## src/rtl/calc_entry_sequencer_pkg.sv

```systemverilog
// Shared constants for the calculator entry sequencer: opcodes, FSM states, mailbox offsets.
package calc_pkg;

    localparam logic [3:0] OP_ADD = 4'hA;
    localparam logic [3:0] OP_SUB = 4'hB;
    localparam logic [3:0] OP_MUL = 4'hC;
    localparam logic [3:0] OP_DIV = 4'hD;
    localparam logic [3:0] OP_EQ  = 4'hE;
    localparam logic [3:0] OP_CLR = 4'hF;

    localparam int unsigned OFS_A  = 0;
    localparam int unsigned OFS_OP = 4;
    localparam int unsigned OFS_B  = 8;
    localparam int unsigned OFS_GO = 12;

    typedef enum logic [2:0] {
        ENTER_A,
        WR_A,
        WR_OP,
        ENTER_B,
        WR_B,
        WR_GO,
        WAIT_RES,
        SHOW_RES
    } state_e;

    function automatic logic is_arith(input logic [3:0] op);
        return (op >= OP_ADD) && (op <= OP_DIV);
    endfunction

endpackage

```

## src/rtl/calc_entry_sequencer_if.sv

```systemverilog
// Key-event, result and memory-write bundle for calc_entry_sequencer.
interface calc_entry_sequencer_if #(
    parameter int unsigned WIDTH  = 32,
    parameter int unsigned ADDR_W = 32
);
    logic              digit_valid;
    logic [3:0]        digit;
    logic              op_valid;
    logic [3:0]        op_code;
    logic              result_valid;
    logic [WIDTH-1:0]  result_data;
    logic              mem_we;
    logic [ADDR_W-1:0] mem_addr;
    logic [WIDTH-1:0]  mem_wdata;
    logic [WIDTH-1:0]  display_num;
    logic [3:0]        digit_count;
    logic              busy;
    logic              error;

    modport slave (
        input  digit_valid, digit, op_valid, op_code, result_valid, result_data,
        output mem_we, mem_addr, mem_wdata, display_num, digit_count, busy, error
    );

    modport master (
        output digit_valid, digit, op_valid, op_code, result_valid, result_data,
        input  mem_we, mem_addr, mem_wdata, display_num, digit_count, busy, error
    );
endinterface

```

## src/rtl/calc_entry_sequencer_decimal_accumulator.sv

```systemverilog
// Decimal operand accumulator: acc*10+digit with digit-count saturation at MAX_DIGITS.
module decimal_accumulator #(
    parameter int unsigned WIDTH      = 32,
    parameter int unsigned MAX_DIGITS = 9
) (
    input  logic             clk,
    input  logic             reset,
    input  logic             clear,
    input  logic             load,
    input  logic [WIDTH-1:0] load_val,
    input  logic [3:0]       load_cnt,
    input  logic             push,
    input  logic [3:0]       digit,
    output logic [WIDTH-1:0] acc,
    output logic [3:0]       count
);

    logic [WIDTH-1:0] acc_q, acc_d;
    logic [3:0]       count_q, count_d;

    always_comb begin
        acc_d   = acc_q;
        count_d = count_q;
        if (clear) begin
            acc_d   = '0;
            count_d = '0;
        end else if (load) begin
            acc_d   = load_val;
            count_d = load_cnt;
        end else if (push && (count_q != 4'(MAX_DIGITS))) begin
            acc_d   = (acc_q << 3) + (acc_q << 1) + WIDTH'(digit);
            count_d = count_q + 4'd1;
        end
    end

    always_ff @(posedge clk) begin
        if (reset) begin
            acc_q   <= '0;
            count_q <= '0;
        end else begin
            acc_q   <= acc_d;
            count_q <= count_d;
        end
    end

    assign acc   = acc_q;
    assign count = count_q;

endmodule

```

## src/rtl/calc_entry_sequencer.sv

```systemverilog
// Calculator front end: key events -> mailbox writes (A, op, B, go) -> result display.
// Optional result-wait timeout enabled by defining CALC_TIMEOUT_EN.
module calc_entry_sequencer
    import calc_pkg::*;
#(
    parameter int unsigned       WIDTH          = 32,
    parameter int unsigned       ADDR_W         = 32,
    parameter int unsigned       MAX_DIGITS     = 9,
    parameter logic [ADDR_W-1:0] BASE_ADDR      = '0,
    parameter int unsigned       TIMEOUT_CYCLES = 1_000_000
) (
    input logic                   clk,
    input logic                   reset,
    calc_entry_sequencer_if.slave bus
);

    state_e           state_q, state_d;
    logic [3:0]       opcode_q, opcode_d;
    logic [WIDTH-1:0] result_q, result_d;
    logic             error_q, error_d;

    logic             acc_clear, acc_load, acc_push;
    logic [WIDTH-1:0] load_val, acc;
    logic [3:0]       load_cnt, count;

    logic key_clr, key_eq, key_arith, key_digit;

    // Operator strobe takes precedence: a simultaneous digit is dropped.
    assign key_clr   = bus.op_valid && (bus.op_code == OP_CLR);
    assign key_eq    = bus.op_valid && (bus.op_code == OP_EQ);
    assign key_arith = bus.op_valid && is_arith(bus.op_code);
    assign key_digit = bus.digit_valid && !bus.op_valid && (bus.digit <= 4'd9);

`ifdef CALC_TIMEOUT_EN
    logic [31:0] tmo_q, tmo_d;

    always_comb begin
        tmo_d = '0;
        if (state_q == WAIT_RES && !key_clr) tmo_d = tmo_q + 32'd1;
    end

    always_ff @(posedge clk) begin
        if (reset) tmo_q <= '0;
        else       tmo_q <= tmo_d;
    end
`endif

    always_comb begin
        state_d   = state_q;
        opcode_d  = opcode_q;
        result_d  = result_q;
        error_d   = error_q;
        acc_clear = 1'b0;
        acc_load  = 1'b0;
        acc_push  = 1'b0;
        load_val  = '0;
        load_cnt  = '0;
        if (key_clr) begin
            state_d   = ENTER_A;
            opcode_d  = '0;
            result_d  = '0;
            error_d   = 1'b0;
            acc_clear = 1'b1;
        end else begin
            unique case (state_q)
                ENTER_A: begin
                    if (key_arith) begin
                        opcode_d = bus.op_code;
                        state_d  = WR_A;
                    end else if (key_digit) begin
                        acc_push = 1'b1;
                    end
                end
                WR_A:  state_d = WR_OP;
                WR_OP: begin
                    acc_clear = 1'b1;
                    state_d   = ENTER_B;
                end
                ENTER_B: begin
                    if (key_eq)         state_d  = WR_B;
                    else if (key_digit) acc_push = 1'b1;
                end
                WR_B:  state_d = WR_GO;
                WR_GO: state_d = WAIT_RES;
                WAIT_RES: begin
                    if (bus.result_valid) begin
                        result_d = bus.result_data;
                        state_d  = SHOW_RES;
                    end
`ifdef CALC_TIMEOUT_EN
                    else if (tmo_q == 32'(TIMEOUT_CYCLES - 1)) begin
                        error_d  = 1'b1;
                        result_d = '0;
                        state_d  = SHOW_RES;
                    end
`endif
                end
                SHOW_RES: begin
                    // Chaining reloads the accumulator with the result so WR_A writes it as A.
                    if (key_arith) begin
                        opcode_d = bus.op_code;
                        acc_load = 1'b1;
                        load_val = result_q;
                        error_d  = 1'b0;
                        state_d  = WR_A;
                    end else if (key_digit) begin
                        acc_load = 1'b1;
                        load_val = WIDTH'(bus.digit);
                        load_cnt = 4'd1;
                        opcode_d = '0;
                        result_d = '0;
                        error_d  = 1'b0;
                        state_d  = ENTER_A;
                    end
                end
                default: state_d = ENTER_A;
            endcase
        end
    end

    always_ff @(posedge clk) begin
        if (reset) begin
            state_q  <= ENTER_A;
            opcode_q <= '0;
            result_q <= '0;
            error_q  <= 1'b0;
        end else begin
            state_q  <= state_d;
            opcode_q <= opcode_d;
            result_q <= result_d;
            error_q  <= error_d;
        end
    end

    decimal_accumulator #(
        .WIDTH      (WIDTH),
        .MAX_DIGITS (MAX_DIGITS)
    ) u_acc (
        .clk      (clk),
        .reset    (reset),
        .clear    (acc_clear),
        .load     (acc_load),
        .load_val (load_val),
        .load_cnt (load_cnt),
        .push     (acc_push),
        .digit    (bus.digit),
        .acc      (acc),
        .count    (count)
    );

    always_comb begin
        bus.mem_we    = 1'b0;
        bus.mem_addr  = '0;
        bus.mem_wdata = '0;
        unique case (state_q)
            WR_A: begin
                bus.mem_we    = 1'b1;
                bus.mem_addr  = BASE_ADDR + ADDR_W'(OFS_A);
                bus.mem_wdata = acc;
            end
            WR_OP: begin
                bus.mem_we    = 1'b1;
                bus.mem_addr  = BASE_ADDR + ADDR_W'(OFS_OP);
                bus.mem_wdata = WIDTH'(opcode_q);
            end
            WR_B: begin
                bus.mem_we    = 1'b1;
                bus.mem_addr  = BASE_ADDR + ADDR_W'(OFS_B);
                bus.mem_wdata = acc;
            end
            WR_GO: begin
                bus.mem_we    = 1'b1;
                bus.mem_addr  = BASE_ADDR + ADDR_W'(OFS_GO);
                bus.mem_wdata = WIDTH'(1);
            end
            default: ;
        endcase
    end

    assign bus.display_num = (state_q == SHOW_RES) ? result_q : acc;
    assign bus.digit_count = count;
    assign bus.busy        = (state_q == WR_A) || (state_q == WR_OP) || (state_q == WR_B) ||
                             (state_q == WR_GO) || (state_q == WAIT_RES);
    assign bus.error       = error_q;

endmodule
```

## src/flat_wrapper.sv

```systemverilog
// flat-port wrapper written by rule: the top's interface ports become plain ports
module calc_entry_sequencer_flat import calc_pkg::*;
#(
    parameter int unsigned       WIDTH          = 32,
    parameter int unsigned       ADDR_W         = 32,
    parameter int unsigned       MAX_DIGITS     = 9,
    parameter logic [ADDR_W-1:0] BASE_ADDR      = '0,
    parameter int unsigned       TIMEOUT_CYCLES = 1_000_000
)
  (clk, reset, bus_digit_valid, bus_digit, bus_op_valid, bus_op_code, bus_result_valid, bus_result_data, bus_mem_we, bus_mem_addr, bus_mem_wdata, bus_display_num, bus_digit_count, bus_busy, bus_error);
  calc_entry_sequencer_if #(.WIDTH(WIDTH), .ADDR_W(ADDR_W)) bus_i ();
  input logic clk;
  input logic reset;
  input wire logic [$bits(bus_i.digit_valid)-1:0] bus_digit_valid;
  input wire logic [$bits(bus_i.digit)-1:0] bus_digit;
  input wire logic [$bits(bus_i.op_valid)-1:0] bus_op_valid;
  input wire logic [$bits(bus_i.op_code)-1:0] bus_op_code;
  input wire logic [$bits(bus_i.result_valid)-1:0] bus_result_valid;
  input wire logic [$bits(bus_i.result_data)-1:0] bus_result_data;
  output wire logic [$bits(bus_i.mem_we)-1:0] bus_mem_we;
  output wire logic [$bits(bus_i.mem_addr)-1:0] bus_mem_addr;
  output wire logic [$bits(bus_i.mem_wdata)-1:0] bus_mem_wdata;
  output wire logic [$bits(bus_i.display_num)-1:0] bus_display_num;
  output wire logic [$bits(bus_i.digit_count)-1:0] bus_digit_count;
  output wire logic [$bits(bus_i.busy)-1:0] bus_busy;
  output wire logic [$bits(bus_i.error)-1:0] bus_error;
  assign bus_i.digit_valid = bus_digit_valid;
  assign bus_i.digit = bus_digit;
  assign bus_i.op_valid = bus_op_valid;
  assign bus_i.op_code = bus_op_code;
  assign bus_i.result_valid = bus_result_valid;
  assign bus_i.result_data = bus_result_data;
  assign bus_mem_we = bus_i.mem_we;
  assign bus_mem_addr = bus_i.mem_addr;
  assign bus_mem_wdata = bus_i.mem_wdata;
  assign bus_display_num = bus_i.display_num;
  assign bus_digit_count = bus_i.digit_count;
  assign bus_busy = bus_i.busy;
  assign bus_error = bus_i.error;
  calc_entry_sequencer #(.WIDTH(WIDTH), .ADDR_W(ADDR_W), .MAX_DIGITS(MAX_DIGITS), .BASE_ADDR(BASE_ADDR), .TIMEOUT_CYCLES(TIMEOUT_CYCLES)) u_core (.clk(clk), .reset(reset), .bus(bus_i));
endmodule
```

## config.mk

```make
export PLATFORM = sky130hd
export DESIGN_NAME = calc_entry_sequencer_flat
export DESIGN_NICKNAME = d
export VERILOG_FILES = /design/src/rtl/calc_entry_sequencer_pkg.sv /design/src/rtl/calc_entry_sequencer_if.sv /design/src/rtl/calc_entry_sequencer_decimal_accumulator.sv /design/src/rtl/calc_entry_sequencer.sv /design/src/flat_wrapper.sv
export SDC_FILE = /design/constraint.sdc
export NUM_CORES = 1
export LEC_CHECK = 0
export CAP_MARGIN = 25
export CELL_PAD_IN_SITES_DETAIL_PLACEMENT = 1
export CELL_PAD_IN_SITES_GLOBAL_PLACEMENT = 1
export CORE_ASPECT_RATIO = 2
export CORE_MARGIN = 2
export CORE_UTILIZATION = 39
export DETAILED_ROUTE_END_ITERATION = 16
export MAX_ROUTING_LAYER = met4
export PLACE_DENSITY = 0.87
export SLEW_MARGIN = 20
export SYNTH_ARGS = -nofsm -noshare
export SYNTH_HDL_FRONTEND = slang
export SYNTH_SLANG_ARGS = --single-unit
```

## constraint.sdc

```tcl
create_clock -name clk -period 6.28 [get_ports clk]
set_input_delay 0.942 -clock clk [delete_from_list [all_inputs] [get_ports clk]]
set_output_delay 0.942 -clock clk [all_outputs]
set_load 0.01 [all_outputs]
```

After elaboration in Yosys (flattened, before gate mapping)
Cells that the tools add are included.
{"block": "totals", "regBits": 76, "out_inout_bits": 103, "input_bits": 45, "elab_cells": 95}
{"block": "classes", "reduce_logical": 25, "muxes": 42, "addsub": 3, "eq_ne": 16, "order_cmp": 3}
{"op": "$mux 32", "count": 9}
{"op": "$pmux 32 s3", "count": 1}
{"op": "$pmux 32 s2", "count": 1}
{"op": "$mux 4", "count": 9}
{"op": "$add 32x32->32", "count": 1}
{"op": "$add 32x4->32", "count": 1}
{"op": "$pmux 3 s8", "count": 1}
{"op": "$mux 3", "count": 5}
{"op": "$mux 1", "count": 13}
{"op": "$eq 3x3->1 const B", "count": 4}
{"op": "$pmux 4 s3", "count": 1}
{"op": "$eq 4x4->1 const B", "count": 2}
{"op": "$le 4x4->1 const B", "count": 2}
{"op": "$pmux 4 s2", "count": 1}
{"op": "$reduce_and 4->1", "count": 2}
{"op": "$reduce_bool 2->1", "count": 4}
{"op": "$logic_and 1x1->1", "count": 7}
{"op": "$eq 3x2->1 const B", "count": 2}
{"op": "$ne 2x1->1 const B", "count": 3}
{"op": "$reduce_or 2->1", "count": 3}
{"op": "$add 4x1->4 const B", "count": 1}
{"op": "$ge 4x4->1 const B", "count": 1}
{"op": "$logic_or 1x1->1", "count": 4}
{"op": "$ne 2x2->1 const B", "count": 2}
{"op": "9 further kinds", "count": 9}

Longest topological paths before layout
Gate-level depths: netlist of run 1.
{"block": "logic_depth", "depth_word": 10, "depth_mapped": 13, "mapped_depth_nobuf": 13}

By module
From an unflattened synthesis of run 1, not the netlist that was laid out.
{"block": "hier_totals", "hier_cells": 869, "area_unflattened_um2": 6774.0}
{"module": "decimal_accumulator", "cells_per_inst": 488, "area_each_um2": 3678.5, "n_inst": 1, "seq_area_each_um2": 720.7}
{"module": "calc_entry_sequencer", "cells_per_inst": 381, "area_each_um2": 3095.5, "n_inst": 1, "seq_area_each_um2": 780.7}

Worst setup path after synthesis of run 1
No wires, ideal clock.
{"block": "synth_path", "kind": "input to register", "start": "input port bus_digit[3]", "end": "register u_core.u_acc.acc_q[20], in the netlist u_core.u_acc.acc[20]", "path_buffers": 0, "setup_time_ns": 0.128, "arrival_ns": 3.378, "required_ns": 6.152, "stages": 12, "slack_ns": 2.774, "cell_sequence": "inv_1 > fa_1 > fa_1 > nor2b_4 > o31a_1 > o31ai_2 > a21oi_4 > a31oi_4 > a21o_4 > xnor2_1 > a222oi_1 > nor2_1"}
{"block": "synth_via", "elab_chain_cells": 8, "word_cells_on_any_way": 15, "classes_between": "1 x add/sub; 1 x order compare; 10 x mux; 3 x reduce/logical"}
{"item": "start: declaration", "line_no": "flat_wrapper.sv:15", "source": "input wire logic [$bits(bus_i.digit)-1:0] bus_digit;"}
{"item": "$le 4x4->1", "line_no": "calc_entry_sequencer.sv:32", "source": "assign key_digit = bus.digit_valid && !bus.op_valid && (bus.digit <= 4'd9);"}
{"item": "$logic_and 1x1->1", "line_no": "calc_entry_sequencer.sv:32"}
{"item": "$mux 1", "line_no": "calc_entry_sequencer.sv:70, calc_entry_sequencer.sv:81, calc_entry_sequencer.sv:106"}
{"item": "$mux 1, on equally long branches", "line_no": "calc_entry_sequencer.sv:80, calc_entry_sequencer.sv:67"}
{"item": "$pmux 1 s2", "line_no": "calc_entry_sequencer.sv:65", "source": "unique case (state_q)"}
{"item": "$mux 1", "line_no": "calc_entry_sequencer.sv:58", "source": "if (key_clr) begin"}
{"item": "$logic_and 1x1->1", "line_no": "calc_entry_sequencer_decimal_accumulator.sv:30", "source": "end else if (push && (count_q != 4'(MAX_DIGITS))) begin"}
{"item": "$reduce_bool 2->1 (no source line)"}
{"item": "end signal: assignment", "line_no": "calc_entry_sequencer_decimal_accumulator.sv:38", "source": "acc_q <= '0;"}
{"item": "end signal: assignment", "line_no": "calc_entry_sequencer_decimal_accumulator.sv:41", "source": "acc_q <= acc_d;"}
{"item": "end: declaration", "line_no": "calc_entry_sequencer_decimal_accumulator.sv:18", "source": "logic [WIDTH-1:0] acc_q, acc_d;"}
Parallel ways exist; a longest one is shown, timed or not. The select of a mux whose other input is x is not followed.
A chain may end at the register's enable or synchronous reset.

Final worst setup path of run 1
{"block": "layout_path", "start": "input port bus_digit[3]", "end": "register u_core.u_acc.acc_q[21], in the netlist u_core.u_acc.acc[21]"}
The elaborated chain is that of the path after synthesis.

==> summary.md, run 1 <==
| Metric | Value |
|---|---|
| Sequential cell area | `0.00150 mm^2` |
| First-pass GRT wire length | `35,000 um` |
| Gpl congestion | `0.919` |
| Final setup vio count | `0` |
| Die area | `0.0166 mm^2` |
| Inserted Clock Buffers | `9` |
| Power, Total | `1.84 mW` |
| DRC Markers | `0` |
| H-tree depth | `3` |
| VDD IR-drop max | `0.000142 V` |
| Area Growth Syn to Fin | `25.4%` |
| Port buffer count | `116` |
| Initial antenna violation count | `0` |
| # IOs | `148` |
| Hold WC Path Type | `flop to flop` |
| DP HPWL | `15,700 um` |
| Synth Register Bits | `75` |
| Multi-input gate area | `0.00420 mm^2` |
| Synthesized instance count | `800` |
| PD cells | `243 mW/mm^2` |
| CTS Hold Buffers Added | `0` |
| Pre-Repair DR Iteration Count | `5` |
| Vias per Instance | `5.82` |
| Post-synth top area cell | `dfxtp_1` |
| Die Height | `180 um` |
| Critical path peak fanout | `3` |
| Finished Core Util | `0.498` |
| Total grt overflow | `0` |
| Leakage | `3.17 nW` |
| Root Buffer | `clkbuf_16` |
| Worst hold slack | `457 ps` |
| Synth warnings | `0` |
| Distinct cells, synth | `70` |
| Crit path kind | `primary input to flop` |
| Row count | `64` |
| Die X | `92.0 um` |
| # fillers | `1,917` |
| Worst Skew | `8.16 ps` |
| CTS tree | `built` |
| Critical path arrival | `4330 ps` |
| Synth Cell Area | `0.00604 mm^2` |
| Hold Violations, Final | `0` |
| Post-synth EDFFs | `0` |
| Max-cap violations | `0` |
| Nets | `1,003` |
| # Post-CTS Setup Buffers | `0` |
| Layout cells sized above 1 | `0.0546` |
| Vias in the first global route | `6,919` |
| Maximum clock rate | `244 MHz` |
| Slew Limit Fails | `0` |
| Required time of the critical path | `6510 ps` |
| Routed wire length | `21,600 um` |
| CTS Sinks | `75` |
| Initial Util | `0.397` |
| Iter 0 DRT Violations | `292` |
| Worst Tran Pin Value | `930 ps` |
| Startpoint types | `primary input` |
| R2R Setup Slk | `2550 ps` |
| Sequential-to-total area share from yosys stat | `0.248` |
| Endpoint type of the worst setup path | `flop` |
| Worst-skew pair later-pin latency | `350 ps` |
| Via count | `6,369` |
| Area share of the largest cell type after synthesis | `0.248` |
| Clock-pin slew on the worst setup and hold paths | `60 ps` |
| Post-synth top flop | `dfxtp_1` |
| Tot GR Track Use | `0.270` |
| Fin crit period | `4100 ps` |
| DRT antenna net count | `0` |
| Setup TNS | `0 ps` |
| Max_slew headroom | `0.378` |
| Tcrit/Tclk final | `0.653` |
| Post-CTS sizing | `0` |
| Max Root-Sink Buffers | `2` |
| Synth async-reset ratio | `0` |
| Largest net degree at the start of global routing | `42` |
| Core area | `0.0152 mm^2` |
| Diode count | `0` |
| RSZ-0062 raised after global routing | `no` |
| Main area contributors after synthesis | `dfxtp_1 25%, ha_1 13%, nand2_1 9.5%, a21oi_1 6.0%, buf_4 4.0%` |
| Synth Area per Inst | `7.55 um^2` |
| Routed length per instance | `19.7 um` |
| Run status | `finished, final reports clean` |
==> Yosys cell counts, types with 6 or more instances <==
| cell type | number |
|---|---|
| clkbuf_1 | 34 |
| nor2_1 | 52 |
| a221oi_1 | 17 |
| a22oi_1 | 9 |
| nand4_1 | 6 |
| nand2_1 | 153 |
| a21oi_1 | 73 |
| xnor2_1 | 15 |
| nand3_1 | 37 |
| and2_1 | 32 |
| xor2_1 | 12 |
| o21ai_0 | 37 |
| a21o_1 | 10 |
| nor3_1 | 17 |
| dfxtp_1 | 75 |
| ha_1 | 64 |
| buf_4 | 32 |
| inv_1 | 15 |
| nand2b_1 | 7 |
| a211oi_1 | 7 |
==> per-layer routing <==
| layer | track usage | part of all wire |
|---|---|---|
| met1 | 0.270 | 0.36 |
| met2 | 0.510 | 0.56 |
| met3 | 0.0222 | 0.039 |
| met4 | 0.135 | 0.042 |
| met5 | - | 0 |
==> state kept, by name (all words and copies together) (netlist names) <==
register,flops
u_core.u_acc.count,4
u_core.opcode_q,4
u_core.result_q,32
u_core.state_q,3
u_core.u_acc.acc,32
==> cells in the final DEF (no fill, tap or decap), drive strengths merged, types with 3 or more instances in the layout <==
master         instances
buf                    9
nand2                155
o31ai                  4
ha                    64
a21oi                 75
a222oi                 5
nand2b                 7
clkbuf                10
a22oi                  9
inv                   15
a22o                   3
a21o                  12
nor2b                  6
or2                    3
nand3                 37
o31a                   3
mux2i                  5
o21ai                 40
a211oi                 7
clkdlybuf4s50        116
xnor2                 15
a31oi                  6
nor3                  18
and2                  32
xor2                  12
a21boi                 3
conb                  31
and3                   3
nor2                  53
nand3b                 3
dfxtp                 75
nand4                  6
a221oi                17
o211ai                 3
o21a                   5
==> cell families (layout without fill, tap and decap cells) <==
group,after synthesis,count (layout),share of synthesized area
mux,7,7,0.0120
other cells,1,31,0.000621
simple gates,332,332,0.258
compound gates,203,203,0.224
fa+ha+maj,66,66,0.139
buf+inv,89,156,0.0787
flops,75,75,0.248
xor+xnor,27,27,0.0391
==> per-stage QoR <==
stage                     instances  setup slack, ps  cell area [um^2]
after global routing           1095             1920              7580
after floorplan                 830             2770              6160
final                          1095             2180              7580
after detailed placement       1078             1960              7230
after global placement         1078             2090              7230
after CTS                      1094             2190              7550
==> where the power goes <==
part	switching, mW	leakage [nW]	total [mW]	internal [mW]
Sequential	0.0528	0.607	0.564	0.511
Clock	0.224	0.155	0.583	0.359
Combinational	0.405	2.41	0.692	0.287
==> path summary, 6_finish.rpt <==
check	start	to	cells after the start
setup / recovery	bus_digit[3]	u_core.u_acc.acc[21]	14
hold / removal	u_core.opcode_q[1]	u_core.opcode_q[1]	2
setup reg to reg	u_core.state_q[0]	u_core.u_acc.acc[21]	9
hold reg to reg	u_core.opcode_q[1]	u_core.opcode_q[1]	2
==> worst max-delay path: stages <==
cell,delay [ps]
clkdlybuf4s50_1,520
inv_1,80
fa_1,590
inv_1,70
ha_1,280
a21oi_1,80
nand4b_1,220
a21oi_1,290
nor2_1,130
o21bai_1,250
a21boi_0,220
nor3_1,320
mux2i_1,120
or2_1,230
==> layout make-up <==
cell class,count,share of cell area
flip-flops and latches,75,0.198
repair buffers,125,0.165
well taps,198,0.0327
clock buffers,10,0.0315
multi-input cells,666,0.554
inverters,15,0.00743
clock inverters,6,0.0117
Power figures use the tool's default switching activity.
==> run 2: changes to the inputs <==
--- a/config.mk
+++ b/config.mk
@@ -10,10 +10,10 @@
 export CELL_PAD_IN_SITES_GLOBAL_PLACEMENT = 1
 export CORE_ASPECT_RATIO = 2
 export CORE_MARGIN = 2
-export CORE_UTILIZATION = 39
+export CORE_UTILIZATION = 33
 export DETAILED_ROUTE_END_ITERATION = 16
 export MAX_ROUTING_LAYER = met4
-export PLACE_DENSITY = 0.87
+export PLACE_DENSITY = 0.78
 export SLEW_MARGIN = 20
 export SYNTH_ARGS = -nofsm -noshare
 export SYNTH_HDL_FRONTEND = slang
==> constraint.sdc (replaced) <==
create_clock -name clk -period 3.3 [get_ports clk]
set_input_delay 0.495 -clock clk [delete_from_list [all_inputs] [get_ports clk]]
set_output_delay 0.495 -clock clk [all_outputs]
set_load 0.01 [all_outputs]
==> run 2 against run 1 <==
Compared with the run above: combinational power increased by 97%; critical path depth unchanged; cell count rose by 4.7%; first-iteration DRC count down 9.9%; routed wire length is 3.1% higher; worst hold slack better by 4.9 ps.
==> summary.md, run 2 (same netlist as run 1, synthesis figures left out) <==
| Metric | Value |
|---|---|
| Sequential cell area | `0.00150 mm^2 (unchanged)` |
| Vias in the first global route | `6,752 (-2.4%)` |
| Area Growth Syn to Fin | `30.1%` |
| Nets | `1,037 (+3.4%)` |
| Diode count | `0 (unchanged)` |
| Root Buffer | `clkbuf_16` |
| Iter 0 DRT Violations | `263 (-9.9%)` |
| Hold Violations, Final | `0 (unchanged)` |
| Tot GR Track Use | `0.237 (-0.0326)` |
| Hold WC Path Type | `flop to flop` |
| Die Height | `195 um (+8.5%)` |
| H-tree depth | `3 (unchanged)` |
| Initial antenna violation count | `0 (unchanged)` |
| Worst Tran Pin Value | `725 ps (-205 ps)` |
| CTS Sinks | `75 (unchanged)` |
| Routed length per instance | `19.4 um (-1.5%)` |
| Multi-input gate area | `0.00423 mm^2 (+0.77%)` |
| Power, Total | `3.40 mW (+85%)` |
| Finished Core Util | `0.434 (-0.0647)` |
| Layout cells sized above 1 | `0.0956 (+0.0410)` |
| PD cells | `433 mW/mm^2 (+78%)` |
| Pre-Repair DR Iteration Count | `4 (-1)` |
| Vias per Instance | `5.55 (-4.6%)` |
| CTS Hold Buffers Added | `0 (unchanged)` |
| Maximum clock rate | `320 MHz` |
| DRC Markers | `0 (unchanged)` |
| Startpoint types | `primary input` |
| Slew Limit Fails | `0 (unchanged)` |
| Worst-skew pair later-pin latency | `350 ps (about the same)` |
| Crit path kind | `primary input to flop` |
| GR Util met1 | `0.243 (-0.0267)` |
| Critical path arrival | `3350 ps (-980 ps)` |
| DRT antenna net count | `0 (unchanged)` |
| Required time of the critical path | `3530 ps (-2980 ps)` |
| Cell count after placement | `1,127 (+4.5%)` |
| Worst Skew | `10.7 ps (+2.53 ps)` |
| Most frequent cells in the layout | `152 x nand2_1, 114 x clkdlybuf4s50_1, 75 x dfxtp_1, 71 x a21oi_1, 64 x ha_1` |
| Row count | `70 (+9.4%)` |
| Max_slew headroom | `0.515 (+0.137)` |
| # fillers | `2,230 (+16%)` |
| Via count | `6,367 (-0.031%)` |
| Leakage | `3.33 nW (+5.0%)` |
| Die area | `0.0195 mm^2 (+18%)` |
| VDD IR-drop max | `0.000263 V (+86%)` |
| # IOs | `148 (unchanged)` |
| Largest net degree at the start of global routing | `66 (+57%)` |
| Non-Filler Instances | `1,147 (+4.7%)` |
| Gpl congestion | `0.894 (-2.8%)` |
| Initial Util | `0.333 (-0.0639)` |
| Routed wire length | `22,300 um (+3.1%)` |
| Die X | `99.7 um (+8.3%)` |
| Gr busiest metal | `met2` |
| Tcrit/Tclk final | `0.946` |
| Commonest non-fill, non-tap cell in the layout | `nand2_1` |
| Endpoint type of the worst setup path | `flop` |
| First-pass GRT wire length | `35,400 um (+1.2%)` |
| Clock-pin slew on the worst setup and hold paths | `60 ps (about the same)` |
| DP HPWL | `16,700 um (+6.4%)` |
| Max-cap violations | `0 (unchanged)` |
| Max Root-Sink Buffers | `2 (unchanged)` |
| Final setup vio count | `0 (unchanged)` |
| Global routing usage on met3 | `0.0236 (+0.00146)` |
| Met2 Use GR | `0.446 (-0.0643)` |
| Total grt overflow | `0 (unchanged)` |
| CTS tree | `built` |
| Core area | `0.0181 mm^2 (+19%)` |
| Port buffer count | `116 (unchanged)` |
| Run status | `finished, final reports clean` |
| Critical path peak fanout | `3 (unchanged)` |
| Inserted Clock Buffers | `9 (unchanged)` |
| Fin crit period | `3120 ps` |
## run 2: power breakdown
part	leakage [nW]	internal, mW	switching [mW]
Clock	0.135	0.549	0.420
Combinational	2.59	0.586	0.774
Sequential	0.607	0.973	0.0989
Total	3.33	2.11	1.29
## run 2: per-stage QoR
stage | cell area [um^2] | setup slack, ps | setup TNS [ps] | hold WS (ps)
floorplan | 6160 | 241 | 0 | 432
finish | 7860 | 177 | 0 | 462
global placement | 7510 | -419 | -5710 | 442
detailed placement | 7510 | -497 | -7690 | 452
CTS | 7840 | 121 | 0 | 460
global route | 7860 | -0.818 | -0.818 | 487
## run 2: worst max-delay path, cell delays in order
cell and delay, ps:
clkdlybuf4s50_1 490, ha_1 150, ha_1 160, inv_1 60
fa_2 410, nor2b_4 130, o31a_1 260, o31ai_4 110
a21oi_4 230, a31oi_4 130, a21o_4 260, xnor2_1 120
a222oi_1 290, nor2_1 60
## run 2: final cells by class
| class | instances | share of cell area |
|---|---|---|
| inverter | 15 | 0.00716 |
| clock buffer | 12 | 0.0326 |
| tap | 216 | 0.0344 |
| clock inverter | 4 | 0.00318 |
| sequential | 75 | 0.191 |
| timing repair buffer | 159 | 0.193 |
| multi-input combinational | 666 | 0.538 |
## run 2: worst paths after layout
check / start / to / slack [ps] / depth (start not counted)
max reg2reg: u_core.u_acc.acc[1] / u_core.u_acc.acc[18] / 200 / 14
min: u_core.opcode_q[1] / u_core.opcode_q[1] / 460 / 2
min reg2reg: u_core.opcode_q[1] / u_core.opcode_q[1] / 460 / 2
max: bus_digit[1] / u_core.u_acc.acc[20] / 180 / 14
## run 2: layer usage
metal	up-vias	routed length (um)
li1	3016	-
met2	196	12500
met5	-	0
met3	51	745
met1	3104	8260
met4	0	781
## run 2: repair_timing
action | in CTS | in global routing
endpoints found under the setup margin | 15 | 7
cloned | 0 | 0
buffers inserted | 4 | 0
pin swaps | 11 | 4
gates resized for setup | 8 | 5
